**src/rtl/mem_stage_bytelane_pkg.sv**
```systemverilog
// Shared definitions for the byte-lane memory stage: size encodings and the
// lane mask / extract / alignment helpers, all expressed on a 64-bit maximum datapath.
package mem_stage_pkg;

  localparam logic [1:0] SZ_BYTE  = 2'd0;
  localparam logic [1:0] SZ_HALF  = 2'd1;
  localparam logic [1:0] SZ_WORD  = 2'd2;
  localparam logic [1:0] SZ_DWORD = 2'd3;

  function automatic logic [7:0] byte_mask(input logic [1:0] size, input logic [2:0] addr_lo);
    logic [7:0] m;
    case (size)
      SZ_BYTE:  m = 8'h01 << addr_lo;
      SZ_HALF:  m = 8'h03 << addr_lo;
      SZ_WORD:  m = 8'h0F << addr_lo;
      SZ_DWORD: m = 8'hFF;
      default:  m = 8'h00;
    endcase
    return m;
  endfunction

  function automatic logic is_misaligned(input logic [1:0] size, input logic [2:0] addr_lo,
                                         input int data_w);
    logic bad;
    case (size)
      SZ_BYTE:  bad = 1'b0;
      SZ_HALF:  bad = addr_lo[0];
      SZ_WORD:  bad = (addr_lo[1:0] != 2'b00);
      SZ_DWORD: bad = (data_w != 64) || (addr_lo != 3'b000);
      default:  bad = 1'b1;
    endcase
    return bad;
  endfunction

  // Shift the addressed lanes down to bit 0, then sign- or zero-extend to 64 bits.
  function automatic logic [63:0] lane_extract(input logic [63:0] word, input logic [1:0] size,
                                               input logic [2:0] addr_lo, input logic load_unsigned);
    logic [63:0] sh;
    logic [63:0] r;
    sh = word >> {addr_lo, 3'b000};
    case (size)
      SZ_BYTE:  r = load_unsigned ? {56'd0, sh[7:0]}  : {{56{sh[7]}},  sh[7:0]};
      SZ_HALF:  r = load_unsigned ? {48'd0, sh[15:0]} : {{48{sh[15]}}, sh[15:0]};
      SZ_WORD:  r = load_unsigned ? {32'd0, sh[31:0]} : {{32{sh[31]}}, sh[31:0]};
      SZ_DWORD: r = sh;
      default:  r = 64'd0;
    endcase
    return r;
  endfunction

  function automatic logic [63:0] store_replicate(input logic [63:0] data, input logic [1:0] size);
    logic [63:0] r;
    case (size)
      SZ_BYTE:  r = {8{data[7:0]}};
      SZ_HALF:  r = {4{data[15:0]}};
      SZ_WORD:  r = {2{data[31:0]}};
      SZ_DWORD: r = data;
      default:  r = 64'd0;
    endcase
    return r;
  endfunction

endpackage

```
**src/rtl/mem_stage_bytelane_dmem.sv**
```systemverilog
// Byte-lane data memory: combinational read, byte-enabled synchronous write.
// Contents are never reset; writes are simply blocked while reset is held.
module byte_lane_dmem
  import mem_stage_pkg::*;
#(
  parameter int DATA_W = 32,
  parameter int DEPTH  = 32
) (
  input  logic                     clk,
  input  logic                     rst,
  input  logic                     i_we,
  input  logic [$clog2(DEPTH)-1:0] i_addr,
  input  logic [DATA_W/8-1:0]      i_be,
  input  logic [DATA_W-1:0]        i_wdata,
  output logic [DATA_W-1:0]        o_rdata
);

  localparam int LANES = DATA_W / 8;

  logic [DATA_W-1:0] r_mem [DEPTH];

  assign o_rdata = r_mem[i_addr];

  // Byte-enabled write port, gated by reset level at the edge.
  always_ff @(posedge clk) begin
    if (!rst && i_we) begin
      for (int l = 0; l < LANES; l++) begin
        if (i_be[l]) begin
          r_mem[i_addr][l*8 +: 8] <= i_wdata[l*8 +: 8];
        end
      end
    end
  end

endmodule

```
**src/rtl/mem_stage_bytelane.sv**
```systemverilog
// MIPS-style memory stage with sub-word loads/stores, lw->sw forwarding,
// misalignment flagging, stall/bubble handling and the MEM/WB register.
module mem_stage_bytelane
  import mem_stage_pkg::*;
#(
  parameter int DATA_W = 32,
  parameter int DEPTH  = 32,
  parameter int REG_AW = 5
) (
  input  logic              clk,
  input  logic              rst,
  input  logic              i_in_valid,
  input  logic              i_stall,
  input  logic [DATA_W-1:0] i_alu_result,
  input  logic [DATA_W-1:0] i_store_data,
  input  logic [REG_AW-1:0] i_store_src,
  input  logic [REG_AW-1:0] i_dest_reg,
  input  logic              i_reg_write,
  input  logic              i_mem_to_reg,
  input  logic              i_mem_read,
  input  logic              i_mem_write,
  input  logic [1:0]        i_size,
  input  logic              i_load_unsigned,
  output logic              o_wb_valid,
  output logic              o_wb_reg_write,
  output logic              o_wb_mem_to_reg,
  output logic              o_wb_misalign,
  output logic [REG_AW-1:0] o_wb_dest_reg,
  output logic [DATA_W-1:0] o_wb_alu_result,
  output logic [DATA_W-1:0] o_wb_load_data
);

  localparam int LANES = DATA_W / 8;
  localparam int BL    = $clog2(LANES);
  localparam int AW    = $clog2(DEPTH);

  logic              r_wb_valid;
  logic              r_wb_reg_write;
  logic              r_wb_mem_to_reg;
  logic              r_wb_misalign;
  logic [REG_AW-1:0] r_wb_dest_reg;
  logic [DATA_W-1:0] r_wb_alu_result;
  logic [DATA_W-1:0] r_wb_load_data;

  logic [AW-1:0]     w_word_idx;
  logic [2:0]        w_addr_lo;
  logic              w_active;
  logic              w_mem_op;
  logic              w_misalign;
  logic              w_fwd;
  logic              w_we;
  logic [7:0]        w_mask8;
  logic [63:0]       w_store64;
  logic [63:0]       w_rep64;
  logic [63:0]       w_rdata64;
  logic [63:0]       w_ext64;
  logic [DATA_W-1:0] w_store_data;
  logic [DATA_W-1:0] w_rdata;
  logic [DATA_W-1:0] w_load_data;

  assign w_word_idx = i_alu_result[AW+BL-1:BL];
  assign w_active   = i_in_valid & ~i_stall;
  assign w_mem_op   = i_mem_read | i_mem_write;

  // Low address bits widened to the 64-bit helper domain.
  always_comb begin
    w_addr_lo         = 3'b000;
    w_addr_lo[BL-1:0] = i_alu_result[BL-1:0];
  end

  assign w_misalign = w_mem_op & is_misaligned(i_size, w_addr_lo, DATA_W);

  // Forward from the MEM/WB entry (held during a stall) into the current store.
  assign w_fwd = i_in_valid & i_mem_write & r_wb_valid & r_wb_mem_to_reg & r_wb_reg_write
               & (r_wb_dest_reg == i_store_src) & (i_store_src != {REG_AW{1'b0}});

  assign w_store_data = w_fwd ? r_wb_load_data : i_store_data;
  assign w_we         = w_active & i_mem_write & ~w_misalign;
  assign w_mask8      = byte_mask(i_size, w_addr_lo);

  // Widen store data and read data into the 64-bit helper domain.
  always_comb begin
    w_store64               = 64'd0;
    w_store64[DATA_W-1:0]   = w_store_data;
    w_rdata64               = 64'd0;
    w_rdata64[DATA_W-1:0]   = w_rdata;
  end

  assign w_rep64 = store_replicate(w_store64, i_size);
  assign w_ext64 = lane_extract(w_rdata64, i_size, w_addr_lo, i_load_unsigned);

  // Only a well-aligned read returns data; everything else loads zero.
  always_comb begin
    if (i_mem_read && !w_misalign) begin
      w_load_data = w_ext64[DATA_W-1:0];
    end else begin
      w_load_data = {DATA_W{1'b0}};
    end
  end

  byte_lane_dmem #(
    .DATA_W (DATA_W),
    .DEPTH  (DEPTH)
  ) u_dmem (
    .clk     (clk),
    .rst     (rst),
    .i_we    (w_we),
    .i_addr  (w_word_idx),
    .i_be    (w_mask8[LANES-1:0]),
    .i_wdata (w_rep64[DATA_W-1:0]),
    .o_rdata (w_rdata)
  );

  // MEM/WB register: capture on an active slot, clear on a bubble, hold on a stall.
  always_ff @(posedge clk or posedge rst) begin
    if (rst) begin
      r_wb_valid      <= 1'b0;
      r_wb_reg_write  <= 1'b0;
      r_wb_mem_to_reg <= 1'b0;
      r_wb_misalign   <= 1'b0;
      r_wb_dest_reg   <= {REG_AW{1'b0}};
      r_wb_alu_result <= {DATA_W{1'b0}};
      r_wb_load_data  <= {DATA_W{1'b0}};
    end else if (w_active) begin
      r_wb_valid      <= 1'b1;
      r_wb_reg_write  <= i_reg_write & ~w_misalign;
      r_wb_mem_to_reg <= i_mem_to_reg;
      r_wb_misalign   <= w_misalign;
      r_wb_dest_reg   <= i_dest_reg;
      r_wb_alu_result <= i_alu_result;
      r_wb_load_data  <= w_load_data;
    end else if (!i_stall) begin
      r_wb_valid      <= 1'b0;
      r_wb_reg_write  <= 1'b0;
      r_wb_mem_to_reg <= 1'b0;
      r_wb_misalign   <= 1'b0;
      r_wb_dest_reg   <= {REG_AW{1'b0}};
      r_wb_alu_result <= {DATA_W{1'b0}};
      r_wb_load_data  <= {DATA_W{1'b0}};
    end else begin
      r_wb_valid      <= r_wb_valid;
      r_wb_reg_write  <= r_wb_reg_write;
      r_wb_mem_to_reg <= r_wb_mem_to_reg;
      r_wb_misalign   <= r_wb_misalign;
      r_wb_dest_reg   <= r_wb_dest_reg;
      r_wb_alu_result <= r_wb_alu_result;
      r_wb_load_data  <= r_wb_load_data;
    end
  end

  assign o_wb_valid      = r_wb_valid;
  assign o_wb_reg_write  = r_wb_reg_write;
  assign o_wb_mem_to_reg = r_wb_mem_to_reg;
  assign o_wb_misalign   = r_wb_misalign;
  assign o_wb_dest_reg   = r_wb_dest_reg;
  assign o_wb_alu_result = r_wb_alu_result;
  assign o_wb_load_data  = r_wb_load_data;

endmodule

```
**config.mk**
```make
export PLATFORM = sky130hd
export DESIGN_NAME = mem_stage_bytelane
export DESIGN_NICKNAME = d
export VERILOG_FILES = /design/src/rtl/mem_stage_bytelane_pkg.sv /design/src/rtl/mem_stage_bytelane_dmem.sv /design/src/rtl/mem_stage_bytelane.sv
export SDC_FILE = /design/constraint.sdc
export NUM_CORES = 1
export LEC_CHECK = 0
export ABC_AREA = 1
export CAP_MARGIN = 20
export CORE_MARGIN = 2
export CORE_UTILIZATION = 42
export CTS_CLUSTER_DIAMETER = 120
export CTS_CLUSTER_SIZE = 25
export DETAILED_ROUTE_END_ITERATION = 16
export PLACE_DENSITY = 0.58
export RECOVER_POWER = 50
export REMOVE_ABC_BUFFERS = 1
export SYNTH_ARGS = -nofsm -noshare
export SYNTH_HDL_FRONTEND = slang
export SYNTH_SLANG_ARGS = --single-unit
```
**constraint.sdc**
```tcl
create_clock -name clk -period 4.4 [get_ports clk]
set_input_delay 1.32 -clock clk [delete_from_list [all_inputs] [get_ports clk]]
set_output_delay 1.32 -clock clk [all_outputs]
set_load 0.02 [all_outputs]
```
Yosys cells after proc, flatten, opt, wreduce, memory -nomap -nowiden
Memories as Yosys holds them, arrays and structs flattened.
Cells that the tools add are included.
Storage, ports and cells
  register bits after elaboration: 73
  RAM bits: 1024
  bits of input ports: 85
  output and inout bits: 73
  logic and storage cells: 68
  memories: 1
Operators by class
  eq/ne operators: 5
  shift-type cells: 4
  muxes and demuxes: 30
  bitwise operators: 14
  reduce and logical (&&, ||, !) cells: 7
Memory list
  u_dmem.r_mem: words 32, bits a word 32, rd ports 1, clocked after Yosys merged registers in 0, write ports 1, line mem_stage_bytelane_dmem.sv:20  | logic [DATA_W-1:0] r_mem [DEPTH];
Operators with widths (count)
  $pmux W32 S4: 2
  $mux W32: 7
  $shr A32 B5 Y32: 1
  $mux W1: 17
  $pmux W4 S4: 1
  $and A1 B1 Y1: 11
  $mux W5: 2
  $eq A5 B5 Y1: 1
  $reduce_bool A5 Y1: 1
  $eq A2 B2 Y1 const B: 2
  $pmux W1 S4: 1
  $shl A1 B2 Y4 const A: 1
  $shl A2 B2 Y4 const A: 1
  $shl A4 B2 Y4 const A: 1
  $eq A2 B1 Y1 const B: 1
  $logic_and A1 B1 Y1: 2
  $logic_not A1 Y1: 2
  $logic_not A2 Y1: 1
  $ne A2 B1 Y1 const B: 1
  $not A1 Y1: 2
  $reduce_bool A2 Y1: 1
  $or A1 B1 Y1: 1

Longest topological paths before layout
Gate-level depths: netlist of the first run.
  depth in word-level cells: 8
  mapped depth: 17
  mapped depth without buffers: 15

By module
From an unflattened synthesis of the first run, not the netlist that was laid out.
Second synthesis, totals
  cell total of the unflattened synthesis: 4861
  area, all modules: 47644.4 um^2
Modules (own cells, without submodules)
  byte_lane_dmem: times used 1, cells an instance 4200, area an instance 42967.5 um^2, sequential area each 30749.5 um^2
  mem_stage_bytelane: times used 1, cells an instance 661, area an instance 4677.0 um^2, sequential area each 1826.8 um^2

Worst setup path after synthesis of the first run
No wires, ideal clock.
  path kind: input-to-reg
  start: input port i_store_src[3]
  end: memory u_dmem.r_mem[0][15], data pin
  library setup time: 0.454 ns
  data arrival time: 4.206 ns
  required time: 3.946 ns
  slack: -0.260 ns
  stages on the path: 7
  buffers on the path: 0
  cells stage by stage: nand2_1 nand3_1 nor4b_1 nand3b_1 o21ai_0 nand2_1 o21ai_0
Between the ends
  cells in the longest elaborated chain, start to end: 5
  elaborated cells between the ends (all ways): 6
  classes of those cells: eq/ne (1); mux (2); bitwise (2); reduce/logical (1)
RTL lines
  from (decl): line mem_stage_bytelane.sv:16  | input logic [REG_AW-1:0] i_store_src,
  $eq A5 B5 Y1: line mem_stage_bytelane.sv:75  | & (r_wb_dest_reg == i_store_src) & (i_store_src != {REG_AW{1'b0}});
  $and A1 B1 Y1: line mem_stage_bytelane.sv:75
  $and A1 B1 Y1 *: line mem_stage_bytelane.sv:75
  $mux W32 *: line mem_stage_bytelane.sv:77  | assign w_store_data = w_fwd ? r_wb_load_data : i_store_data;
  $pmux W32 S4 *: line mem_stage_bytelane_pkg.sv:53  | case (size)
  via u_dmem.i_wdata[15]: line mem_stage_bytelane_dmem.sv:14  | input logic [DATA_W-1:0] i_wdata,
  to (decl): line mem_stage_bytelane_dmem.sv:20
Mark *: on every way through the listed nets, which the timed path passes. The rest lies on a longest branch. The select of a mux whose other input is x is not followed.

Worst setup path in the final report of the first run
  start: input port i_alu_result[5]
  end: memory u_dmem.r_mem[26][29], enable pin
RTL lines
  from (decl): line mem_stage_bytelane.sv:14  | input logic [DATA_W-1:0] i_alu_result,
No word-level cell before the write port.

==> summary.md, run 1 <==
| Metric | Value |
|---|---|
| DP Area | 50,250 sq um |
| Status | complete, but fails checks |
| Setup-failing EPs final | 0 |
| Max-Slew Margin vs Limit | -0.1727 |
| Pre-Repair DR Iteration Count | 5 |
| Final WS setup | 0.3497 ns |
| Max_cap viols | 1 |
| Final Net Count | 4,391 |
| Most frequent cells in the layout | nand2_1, edfxtp_1, nor2_1, buf_4, nand3_1 |
| RSZ-0062 raised after global routing | false |
| Worst Path Max Fanout | 17 |
| Sink Count | 1,097 |
| Vias | 31,297 |
| Failing checks | max-capacitance violations, max-slew violations |
| Top reg by flops | u_dmem.r_mem |
| IO Port Bufs | 157 |
| FF-to-FF setup slack | 1.13 ns |
| CP Capture Type | flop |
| Seq/Total Area, Yosys | 0.7230 |
| Initial antenna violation count | 6 |
| Clk buf depth | 3 |
| CTS Buf Count | 49 |
| Total power draw | 0.01888 W |
| Pins over their slew limit | 33 |
| Critical Path, Cell by Cell | dlygate4sd3_1, inv_1, nor3_2, buf_12, nand2_1, nor2_1, clkbuf_1 |
| P_leak | 19.30 nW |
| Worst path required time | 4.71 ns |
| Ratio of cells with drive above 1 in the final layout | 0.07336 |
| Fin crit period | 4.050 ns |
| Pwr/cell area | 367.9 nW/um^2 |
| Crit start category | input port |
| Cell Area, Synth | 45,060 sq um |
| Post-Layout Inst Area | 51,320 sq um |
| Synthesized flop and latch total | 1,097 |
| IO Count | 158 |
| First-pass GRT wire length | 206,300 microns |
| # resized after CTS | 0 |
| Mapped Cells | 4,023 |
| Skew final | 0.04457 ns |
| Yosys warnings | 0 |
| Starting Density | 0.4221 |
| Number of synthesized flops with an enable pin | 1,024 |
| CP max stage cell | dlygate4sd3_1 |
| Initial drt markers | 4,089 |
| Clock slew at reported path FFs | 0.10 ns |
| Root Buffer Master | clkbuf_16 |
| Gr usage total | 0.2575 |
| # DRC | 0 |
| Die height | 331.5 microns |
| Final hold vios | 0 |
| Post-route non-filler standard cell count | 5,741 |
| Kind of critical path | in -> reg |
| Post-Place Worst Slack | -0.03895 ns |
| Fmax | 0.2469 GHz |
| Worst VDD drop | 0.2900 mV |
| Worst slew pin tran | 1.759 ns |
| Rows | 120 |
| Setup Buffers After CTS | 0 |
| Worst hold-check path type | reg -> reg |
| Final Cycle Share | 0.9205 |
| Post-synth cell types | 38 |
| Most common cell after layout, fill and taps aside | nand2_1 |
| Largest net degree at the start of global routing | 87 |
| Hold bufs inserted after CTS | 0 |
| Arrival time worst endpoint | 4.36 ns |
| Drt wl/cell | 25.10 microns |
| Core Util, Final | 0.4807 |
| Clock latency on the worst-skew pair | 0.69 ns |
| CTS tree | built |
| H-tree Lvls | 2 |
| Core Box Area | 106,800 sq um |
| Critical path's largest stage delay | 0.72 ns |
| GRT overflow | 0 |
| Mean Syn Cell Area | 11.20 sq um |
| Area growth, synth to finish | 13.89% |
| Placed cells | 5,653 |
| Synth async-reset ratio | 0.06655 |
| Top delay family on crit path | buffers and inverters |
| Die ar. | 109,900 sq um |
| Vias in the first global route | 29,129 |
| Max reg flops | 1,024 |
| Primary FF master, synth | edfxtp_1 |
| Gp weighted congestion | 0.9389 |
| Final wirelength | 144,100 microns |
| Die width | 331.5 microns |
| Post-DP HPWL | 95,650 microns |
| # fillers | 9,644 |
| Vias per Instance | 5.451 |
| CP bufs+invs | 4 |
| Antenna-violating nets left | 0 |
## worst register-to-register path, stage by stage, from the launching register on
cell and delay [ns]:
dfrtp_1 0.58, inv_1 0.12, nand2_1 0.11, nand4_1 0.11
nor2_1 0.28, nand3_2 0.14, buf_12 0.20, a21oi_1 0.80
nand2_1 0.19, o21ai_2 0.10, buf_4 0.36
## through the flow
| stage | TNS [ns] | hold WS [ns] |
|---|---|---|
| global route | 0 | 0.5274 |
| detailed placement | -0.3392 | 0.4804 |
| finish | 0 | 0.4898 |
| floorplan | -1422.71 | 0.5773 |
| CTS | 0 | 0.5035 |
| global placement | -0.8551 | 0.4636 |
## layout make-up
cell class / instances / area (sq um) / area share
clock buffer: 82 / 1393 / 0.02714
timing repair buffer: 438 / 3943 / 0.07683
tap: 1403 / 1755 / 0.03421
sequential: 1097 / 32580 / 0.6348
inverter: 73 / 287.8 / 0.005608
clock inverter: 2 / 13.76 / 0.0002682
antenna: 3 / 7.507 / 0.0001463
multi-input combinational: 2643 / 11340 / 0.2210
## power by group
part	switching (W)	internal, W
clock	0.00319	0.00219
combinational	0.00134	0.000541
sequential	0.0000689	0.0115
## logic make-up (layout without fill, tap and decap cells)
kind of cell | Yosys count | count (layout) | synth area share
AND/OR/NAND/NOR | 2304 | 2304 | 0.2006
flip-flops | 1097 | 1097 | 0.7230
AO/OA/AOI/OAI | 333 | 333 | 0.04701
buffers and inverters | 283 | 595 | 0.02793
adder cells (fa/ha/maj) | 4 | 4 | 0.001111
XOR/XNOR | 2 | 2 | 0.0003888
other | 0 | 3 | 0
## path summary, 6_finish.rpt
check	start	endpoint	depth (start not counted)
max in group asynchronous	rst	o_wb_alu_result[5]$_DFFE_PP0P_	4
max reg2reg	o_wb_dest_reg[4]$_DFFE_PP0P_	u_dmem.r_mem[6][19]$_DFFE_PP_	10
max	i_alu_result[5]	u_dmem.r_mem[26][29]$_DFFE_PP_	7
min	o_wb_alu_result[2]$_DFFE_PP0P_	o_wb_alu_result[2]$_DFFE_PP0P_	2
min in group asynchronous	rst	o_wb_alu_result[3]$_DFFE_PP0P_	3
min reg2reg	o_wb_alu_result[2]$_DFFE_PP0P_	o_wb_alu_result[2]$_DFFE_PP0P_	2
## Yosys cell counts, types with 3 or more instances
master,n,share of area
a21boi_0,11,0.0018
nor2_1,213,0.018
clkinv_1,3,0.00025
nand4_1,36,0.0050
o21ai_0,97,0.011
nand3_1,156,0.017
o211ai_1,16,0.0027
ha_1,4,0.0011
o21ai_1,13,0.0014
inv_2,6,0.00050
a31oi_1,3,0.00042
buf_2,118,0.013
buf_4,11,0.0018
nor3_2,7,0.0016
edfxtp_1,1024,0.68
a22o_1,29,0.0056
dfrtp_1,73,0.041
clkbuf_1,64,0.0053
a22oi_1,104,0.017
a21oi_1,57,0.0063
inv_1,64,0.0053
nand2_1,1878,0.16
buf_1,16,0.0013
nor2_4,3,0.00075
## per-layer routing
metal / vias up / share of wire / GRT usage / wire length (microns)
met1: 15403 / 0.43 / 0.3743 / 61850
met2: 1498 / 0.43 / 0.3802 / 62650
met3: 187 / 0.10 / 0.06244 / 14830
li1: 14209 / - / - / -
met4: 0 / 0.033 / 0.08355 / 4780
met5: - / 0 / 0 / 0
Note: power is estimated with default switching activity, not from simulation.
==> inputs of run 2 (changes only) <==
--- a/config.mk
+++ b/config.mk
@@ -6,7 +6,6 @@
 export NUM_CORES = 1
 export LEC_CHECK = 0
 export ABC_AREA = 1
-export CAP_MARGIN = 20
 export CORE_MARGIN = 2
 export CORE_UTILIZATION = 42
 export CTS_CLUSTER_DIAMETER = 120
==> summary.md, run 2 (same netlist as run 1, synthesis figures left out) <==
| Metric | Value |
|---|---|
| Max-Slew Margin vs Limit | -0.1774 (-0.004638) |
| IO Port Bufs | 157 (unchanged) |
| Fmax | 0.2463 GHz (-0.26%) |
| # DRC | 0 (unchanged) |
| CTS Buf Count | 49 (unchanged) |
| Largest net degree at the start of global routing | 87 (unchanged) |
| RSZ-0062 raised after global routing | false |
| Clock slew at reported path FFs | 0.10 ns (about the same) |
| Final wirelength | 144,200 microns (about the same) |
| P_leak | 19.30 nW (about the same) |
| Total power draw | 0.01888 W (about the same) |
| Pins over their slew limit | 33 (unchanged) |
| Status | complete, but fails checks |
| Top delay family on crit path | buffers and inverters |
| Crit start category | input port |
| # diodes | 0 (-3) |
| Root Buffer Master | clkbuf_16 |
| Worst VDD drop | 0.2904 mV (+0.13%) |
| Critical path's largest stage delay | 0.72 ns (about the same) |
| Final Cycle Share | 0.9229 (+0.002356) |
| Pwr/cell area | 368.0 nW/um^2 (about the same) |
| Kind of critical path | in -> reg |
| Max reg flops | 1,024 (unchanged) |
| Vias per Instance | 5.447 (about the same) |
| Clk buf depth | 3 (unchanged) |
| First-pass GRT wire length | 206,300 microns (unchanged) |
| Core Box Area | 106,800 sq um (unchanged) |
| Worst hold-check path type | reg -> reg |
| Rows | 120 (unchanged) |
| Pre-Repair DR Iteration Count | 6 (+1) |
| Initial antenna violation count | 6 (unchanged) |
| Max_cap viols | 1 (unchanged) |
| Final hold vios | 0 (unchanged) |
| Worst slew pin tran | 1.766 ns (+0.006957 ns) |
| Setup Buffers After CTS | 0 (unchanged) |
| Core Util, Final | 0.4806 (about the same) |
| Die ar. | 109,900 sq um (unchanged) |
| Gr usage total | 0.2575 (unchanged) |
| Max Used Layer | met4 |
| Hold bufs inserted after CTS | 0 (unchanged) |
| Gp weighted congestion | 0.9389 (unchanged) |
| Final Net Count | 4,390 (-0.023%) |
| H-tree Lvls | 2 (unchanged) |
| CP Capture Type | flop |
| Area growth, synth to finish | 13.86% (about the same) |
| Arrival time worst endpoint | 4.38 ns (+0.02 ns) |
| Initial drt markers | 3,966 (-3.0%) |
| Most common cell after layout, fill and taps aside | nand2_1 |
| Setup-failing EPs final | 0 (unchanged) |
| Metal3 WL | 15,320 microns (+3.3%) |
| Sink Count | 1,097 (unchanged) |
| Failing checks | max-capacitance violations, max-slew violations |
| Skew final | 0.04502 ns (+0.0004509 ns) |
| Drt wl/cell | 25.14 microns (+0.15%) |
| Worst path required time | 4.72 ns (about the same) |
| CTS tree | built |
| # resized after CTS | 0 (unchanged) |
| Clock latency on the worst-skew pair | 0.69 ns (about the same) |
| Post-DP HPWL | 95,650 microns (unchanged) |
| Worst Path Max Fanout | 17 (unchanged) |
| Die width | 331.5 microns (unchanged) |
| Met2 Wirelength | 62,370 microns (-0.45%) |
| IO Count | 158 (unchanged) |
| Vias in the first global route | 29,129 (unchanged) |
| Top reg by flops | u_dmem.r_mem |
| CP max stage cell | dlygate4sd3_1 |
| Die height | 331.5 microns (unchanged) |
| Starting Density | 0.4221 (unchanged) |
| GRT overflow | 0 (unchanged) |
| Ratio of cells with drive above 1 in the final layout | 0.07314 (-0.0002138) |
| Fin crit period | 4.061 ns (+0.01037 ns) |
| Routed met1 length | 61,570 microns (-0.45%) |
| Antenna-violating nets left | 0 (unchanged) |
| Most frequent cells in the layout | nand2_1, edfxtp_1, nor2_1, buf_4, nand3_1 |
| Critical Path, Cell by Cell | dlygate4sd3_1, inv_1, nor3_2, buf_12, nand2_1, nor2_1, clkbuf_1 |
| CP bufs+invs | 4 (unchanged) |
| Vias | 31,252 (-0.14%) |
-- run 2: cell count changes in the layout (fill, tap and decap cells not counted) --
cell	delta
diode_2	-3
buf_4	-1
-- run 2: metrics by stage --
stage	TNS (ns)	cells	hold slack [ns]	instance area (sq um)	setup slack, ns
after floorplan	-1422.71	3813	0.5773	44070	-2.206
after global placement	-0.8551	5653	0.4636	50250	-0.1072
after detailed placement	-0.3392	5653	0.4804	50250	-0.03895
after CTS	0	5737	0.5035	51650	0.6503
after global routing	0	5737	0.5274	51300	0.3117
final	0	5737	0.4900	51300	0.3394
-- run 2: path summary, 6_finish.rpt --
kind	depth (start not counted)	slack (ns)	endpoint	from
max in group asynchronous	4	0.75	o_wb_alu_result[5]$_DFFE_PP0P_	rst
hold reg to reg	2	0.49	o_wb_alu_result[2]$_DFFE_PP0P_	o_wb_alu_result[2]$_DFFE_PP0P_
setup / recovery	7	0.34	u_dmem.r_mem[26][29]$_DFFE_PP_	i_alu_result[5]
setup reg to reg	8	1.11	u_dmem.r_mem[17][6]$_DFFE_PP_	o_wb_dest_reg[4]$_DFFE_PP0P_
min in group asynchronous	3	1.94	o_wb_alu_result[3]$_DFFE_PP0P_	rst
hold / removal	2	0.49	o_wb_alu_result[2]$_DFFE_PP0P_	o_wb_alu_result[2]$_DFFE_PP0P_
-- run 2: layout make-up --
class | instances | area (sq um)
Inverter | 73 | 287.8
Clock inverter | 2 | 13.76
Fill cell | 9647 | 55450
Tap cell | 1403 | 1755
Multi-Input combinational cell | 2643 | 11340
Clock buffer | 82 | 1393
Sequential cell | 1097 | 32580
Timing Repair Buffer | 437 | 3935
-- run 2: where the power goes --
part	switching, W	internal (W)	total [W]	leakage, nW
combinational	0.00134	0.000541	0.00188	9.05
clock	0.00319	0.00219	0.00538	0.674
sequential	0.0000689	0.0115	0.0116	9.58
total	0.00461	0.0143	0.0189	19.3
-- run 2: tightest hold or removal path: stages, from the launching register on --
cell	delay (ns)
dfrtp_1	0.36
nand2_1	0.04
o21ai_0	0.06
-- run 2: layer usage --
| metal | global-route usage | vias to the layer above |
|---|---|---|
| met5 | 0 | - |
| met4 | 0.08355 | 0 |
| met3 | 0.06244 | 194 |
| met2 | 0.3802 | 1528 |
| met1 | 0.3743 | 15330 |
| li1 | - | 14200 |
